File: src/rtl/ahbl_periph_splitter.sv
// AHB-Lite peripheral splitter: decodes one HADDR field into per-slave selects,
// muxes the data-phase response and acts as default slave with error logging.
module ahbl_periph_splitter #(
  parameter int unsigned                       NS       = 5,
  parameter int unsigned                       DEC_HI   = 27,
  parameter int unsigned                       DEC_LO   = 24,
  parameter logic [NS*(DEC_HI-DEC_LO+1)-1:0]   SLV_IDS  = {(DEC_HI-DEC_LO+1)'(3'h4),
                                                           (DEC_HI-DEC_LO+1)'(3'h3),
                                                           (DEC_HI-DEC_LO+1)'(3'h2),
                                                           (DEC_HI-DEC_LO+1)'(3'h1),
                                                           (DEC_HI-DEC_LO+1)'(3'h0)},
  parameter logic [31:0]                       BAD_DATA = 32'hBADDBEEF
) (
  input  logic             HCLK,
  input  logic             HRESETn,
  input  logic             HSEL,
  input  logic [31:0]      HADDR,
  input  logic [1:0]       HTRANS,
  output logic             HREADY,
  output logic             HRESP,
  output logic [31:0]      HRDATA,
  output logic [NS-1:0]    S_SEL,
  input  logic [NS*32-1:0] S_HRDATA,
  input  logic [NS-1:0]    S_HREADYOUT,
  input  logic [NS-1:0]    S_HRESP,
  input  logic             err_clr,
  output logic             err_irq,
  output logic [31:0]      err_addr,
  output logic [7:0]       err_cnt
);

  localparam int unsigned DW = DEC_HI - DEC_LO + 1;

  typedef enum logic [1:0] {
    ST_IDLE,
    ST_ERR1,
    ST_ERR2
  } state_e;

  state_e          state_q, state_d;
  logic [NS-1:0]   dph_sel_q, dph_sel_d;
  logic            err_irq_q, err_irq_d;
  logic [31:0]     err_addr_q, err_addr_d;
  logic [7:0]      err_cnt_q, err_cnt_d;

  logic [DW-1:0]   dec_fld;
  logic [NS-1:0]   s_sel_c;
  logic            hit_c;
  logic            acc_c;
  logic            unm_c;
  logic            unused_htrans0;

  assign dec_fld        = HADDR[DEC_HI:DEC_LO];
  assign unused_htrans0 = HTRANS[0];

  // Priority decode: lowest index wins when IDs are duplicated.
  always_comb begin
    s_sel_c = '0;
    hit_c   = 1'b0;
    for (int i = 0; i < int'(NS); i++) begin
      if (!hit_c && (dec_fld == SLV_IDS[i*DW +: DW])) begin
        s_sel_c[i] = 1'b1;
        hit_c      = 1'b1;
      end
    end
  end

  assign S_SEL = HSEL ? s_sel_c : '0;

  // Response mux; the default-slave error states override the slave path.
  always_comb begin
    HREADY = 1'b1;
    HRESP  = 1'b0;
    HRDATA = BAD_DATA;
    for (int i = 0; i < int'(NS); i++) begin
      if (dph_sel_q[i]) begin
        HREADY = S_HREADYOUT[i];
        HRESP  = S_HRESP[i];
        HRDATA = S_HRDATA[i*32 +: 32];
      end
    end
    case (state_q)
      ST_ERR1: begin
        HREADY = 1'b0;
        HRESP  = 1'b1;
        HRDATA = BAD_DATA;
      end
      ST_ERR2: begin
        HREADY = 1'b1;
        HRESP  = 1'b1;
        HRDATA = BAD_DATA;
      end
      default: ;
    endcase
  end

  always_comb begin
    state_d    = state_q;
    dph_sel_d  = dph_sel_q;
    err_irq_d  = err_irq_q;
    err_addr_d = err_addr_q;
    err_cnt_d  = err_cnt_q;

    acc_c = HSEL & HTRANS[1] & HREADY;
    unm_c = acc_c & ~hit_c;

    if (HREADY) begin
      dph_sel_d = acc_c ? S_SEL : '0;
    end

    case (state_q)
      ST_ERR1: state_d = ST_ERR2;
      default: state_d = ST_IDLE;
    endcase
    if (unm_c) begin
      state_d = ST_ERR1;
    end

    // Clear first so a coincident unmapped access is logged as the new first error.
    if (err_clr) begin
      err_irq_d  = 1'b0;
      err_addr_d = '0;
      err_cnt_d  = '0;
    end
    if (unm_c) begin
      if (err_cnt_d != 8'hFF) begin
        err_cnt_d = err_cnt_d + 8'd1;
      end
      if (!err_irq_d) begin
        err_irq_d  = 1'b1;
        err_addr_d = HADDR;
      end
    end
  end

  always_ff @(posedge HCLK) begin
    if (!HRESETn) begin
      state_q    <= ST_IDLE;
      dph_sel_q  <= '0;
      err_irq_q  <= 1'b0;
      err_addr_q <= '0;
      err_cnt_q  <= '0;
    end else begin
      state_q    <= state_d;
      dph_sel_q  <= dph_sel_d;
      err_irq_q  <= err_irq_d;
      err_addr_q <= err_addr_d;
      err_cnt_q  <= err_cnt_d;
    end
  end

  assign err_irq  = err_irq_q;
  assign err_addr = err_addr_q;
  assign err_cnt  = err_cnt_q;

endmodule

File: config.mk
export PLATFORM = sky130hd
export DESIGN_NAME = ahbl_periph_splitter
export DESIGN_NICKNAME = d
export VERILOG_FILES = /design/src/rtl/ahbl_periph_splitter.sv
export SDC_FILE = /design/constraint.sdc
export NUM_CORES = 1
export LEC_CHECK = 0
export CAP_MARGIN = 30
export CORE_AREA = 2 2 112 114
export CTS_BUF_LIST = sky130_fd_sc_hd__clkbuf_4 sky130_fd_sc_hd__clkbuf_8
export DETAILED_ROUTE_END_ITERATION = 8
export DIE_AREA = 0 0 114 116
export PLACE_DENSITY = 0.76
export SLEW_MARGIN = 40
export SYNTH_ARGS = -nofsm -noshare
export SYNTH_HDL_FRONTEND = slang
export SYNTH_SLANG_ARGS = --single-unit
File: constraint.sdc
create_clock -name HCLK -period 2 [get_ports HCLK]
set_input_delay 0.4 -clock HCLK [delete_from_list [all_inputs] [get_ports HCLK]]
set_output_delay 0.4 -clock HCLK [all_outputs]
set_load 0.05 [all_outputs]
==> out/results.tsv <==
metric	value	unit
Max Clock Freq	445	MHz
Setup-failing EPs final	67	
DRC violations left	0	
share of post-route cells with drive strength above 1	23.7	%
worst skew pair latency	0.30	ns
crit-path cells	buf_4 > nor2b_4 > buf_6 > buf_4 > a221oi_4 > nor3_2 > a21oi_1 > a21oi_2 > buf_12	
Synth Register Bits	48	
post-layout minimum cycle time	2.25	ns
Final Cycle Share	112	%
Layout Utilization	64.3	%
max cap viols	0	
Final Skew	0.00742	ns
Iter 0 DRT Violations	264	
Worst Hold Path Cells	1	
CP Capture Type	output port	
relative slew slack	63.8	%
most frequent cell after synthesis	nand2_1	
Reg2Reg Setup Slack	-0.09	ns
Die Wd	114	µm
violated checks	negative setup slack	
min-delay src	err_addr[18]$_SDFF_PN0_	
post-synthesis compound-gate area fraction	33.6	%
GR Overflow Total	0	
initial core utilization	28.0	%
core area	11900	µm²
largest family of logic cells by synthesized area	compound AO/OA/AOI/OAI gates	
1st-pass router iterations	5	
final WL	16.2	mm
met2 usage	41.6	%
placed insts	861	
EDFF count, synth	0	
FF-to-FF End	err_addr[4]$_SDFF_PN0_	
Detail Placement HPWL	11.9	mm
worst reg2reg startpoint	state_q[0]$_SDFF_PN0_	
worst min path class	register to register	
P_leak	2.88	nW
Synth area leader	dfxtp_1	
antenna violations before repair	0	
Layout fillers	950	
FP Rows	40	
Hold Buf Count CTS	0	
CP dominant cell by count	buf_4	
htree depth	2	
vias in the first global route	4574	
GR Util met3	5.81	%
DR WL/cell	18.3	µm
ant diodes	0	
CTS tree	built	
count of cell types in the netlist	48	
clock share of power	25.9	%
Sequential Power Share	36.8	%
Hold EP	err_addr[18]$_SDFF_PN0_	
XOR/XNOR Fraction of Synth Area	0	%
post-synthesis sequential area ratio	28.9	%
first-pass GRT wire length	23.6	mm
Area growth syn-to-layout	130	%
fin cells	884	
vias per inst	5.26	
internal power	1.96	mW
RSZ-0062 raised after global routing	yes	
antenna-violating nets left	0	
Sw Ratio	27.7	%
PwrDens	353	nW/µm²
CP required	1.60	ns
post-synthesis net count	641	
Syn Inst Count	430	
setup ws final	-0.250	ns
Hold Vio Cnt, Final	0	
top-area cell type share of the netlist area	28.9	%
startpoint types	register	
die height	116	µm
Synth area leaders	dfxtp_1, mux2i_1, a22o_1	
Comb pwr share	37.3	%
simple-gate share of the synthesized area	20.7	%
Total GRT Usage	22.3	%
mux share of post-synthesis cell area	9.02	%
Vias	4651	
port bufs	286	
Worst IR Drop VDD	382	µV
top fanout value on the critical path	7	
GRT met1 Usage	25.5	%
switching pwr	0.750	mW
top cells by count, synth	nand2_1, dfxtp_1, o21ai_0	
root buf cell	clkbuf_8	
largest net degree at the start of global routing	51	
mapped cell area	3330	µm²
die area	13200	µm²
clk buf depth	2	
area share of fa/ha/maj cells after synthesis	1.13	%
Worst path slowest cell	dfxtp_4	
syn_area_per_cell	7.74	µm²
# IOs	288	
Setup Crit Path Kind	register to output port	
Clock Sinks	48	
ys async rst share	0	%
worst endpoint data arrival time	1.85	ns
Synthesis Warnings	0	
Top FF cell, synth	dfxtp_1	
CTS Buf Count	5	
clk slew on worst S/H paths	0.09	ns
final net count	947	
slowest stage delay, CP	0.38	ns
GR peak layer	met2	
GPL Wtd Cong	0.883	
R2R cell count	9	
status	complete, but fails checks	
worst-margin pin slew	0.542	ns
Final Max Tran Viols	0	
==> power groups by stage <==
stage / Clock (mW) / Combinational (mW) / Sequential, mW
2_1_floorplan: 0 / 0.225 / 1.09
3_3_place_gp: 0 / 0.903 / 1.02
3_5_place_dp: 0 / 0.918 / 1.02
4_1_cts: 0.716 / 0.993 / 0.995
5_1_grt: 0.749 / 1.06 / 0.998
6_report: 0.703 / 1.01 / 0.995
==> registers in the layout, summed over array words and instances, names as in the netlist <==
name and flops:
err_cnt 8, err_irq 1, dph_sel_q 5, err_addr 32, state_q 2
==> layout by cell type, fill, tap and decap left out, types with 4 or more instances in the layout <==
cell and instances:
a21oi_2 11, clkbuf_16 9, o22ai_1 18, o21ai_0 11, o21ai_1 21, a21oi_1 7, dfxtp_1 41, a221oi_2 4
buf_6 10, dlymetal6s2s_1 6, dfxtp_2 6, a22o_1 32, nand2_1 65, clkdlybuf4s50_1 234, clkbuf_8 5, nor3_2 5
mux2i_1 30, o21ai_2 5, nor2_1 18, o211ai_1 24, nand2b_1 4, buf_12 37, nor3_1 6, o22ai_2 4
inv_1 5, nand3b_1 5, nor2_4 4, buf_4 39, nor2b_1 4
==> metal layers <==
layer  wire length, µm  vias up
met5                 0        -
met4               371        0
met3              1510       32
met2              8280      253
met1              6010     2142
li1                  -     2224
==> cell families after synthesis <==
family | count (synthesis)
AO/OA/AOI/OAI | 159
adder cells (fa/ha/maj) | 3
buffers and inverters | 49
flip-flops | 48
multiplexers | 30
AND/OR/NAND/NOR | 141
==> critical path: cells and delay by family (launching register included) <==
kind | cells | cell delay, ns
buffers and inverters | 4 | 0.54
AND/OR/NAND/NOR | 2 | 0.11
AO/OA/AOI/OAI | 3 | 0.52
flip-flops | 1 | 0.38
==> cell type report <==
class / count / area [µm²] / area share [%]
Timing Repair Buffer: 339 / 3880 / 50.6
Multi-Input combinational cell: 333 / 2470 / 32.3
Sequential cell: 48 / 972 / 12.7
Tap cell: 147 / 184 / 2.40
Clock buffer: 5 / 68.8 / 0.898
Clock inverter: 3 / 42.5 / 0.555
Inverter: 9 / 41.3 / 0.539
==> worst max path at each step <==
| stage | to | cells past startpoint | slack, ns | startpoint |
|---|---|---|---|---|
| floorplan | HRDATA[18] | 7 | -0.17 | dph_sel_q[1]$_SDFFE_PN0P_ |
| global placement | dph_sel_q[0]$_SDFFE_PN0P_ | 8 | -0.26 | S_HREADYOUT[0] |
| detailed placement | dph_sel_q[0]$_SDFFE_PN0P_ | 8 | -0.37 | S_HREADYOUT[0] |
| CTS | HRDATA[18] | 7 | -0.29 | dph_sel_q[1]$_SDFFE_PN0P_ |
| global route | HRDATA[29] | 7 | -0.35 | dph_sel_q[1]$_SDFFE_PN0P_ |
| finish | HRDATA[21] | 9 | -0.25 | dph_sel_q[1]$_SDFFE_PN0P_ |
==> per-stage QoR <==
step | setup TNS, ns | hold WS, ns | power, mW | setup WS, ns | cell area, µm²
global placement | -9.82 | 0.456 | 1.92 | -0.258 | 6940
global route | -13.90 | 0.494 | 2.80 | -0.354 | 7660
CTS | -13.38 | 0.484 | 2.71 | -0.293 | 7470
finish | -8.75 | 0.481 | 2.71 | -0.250 | 7660
floorplan | -4.18 | 0.450 | 1.32 | -0.166 | 3430
detailed placement | -12.70 | 0.455 | 1.93 | -0.373 | 6940
==> repair_timing <==
action                     CTS  global route
resized for setup           55            52
setup endpoints to repair   77            82
cloned                       4             1
pin swaps                   37            42
setup buffers                9             5
Power figures use the tool's default switching activity.
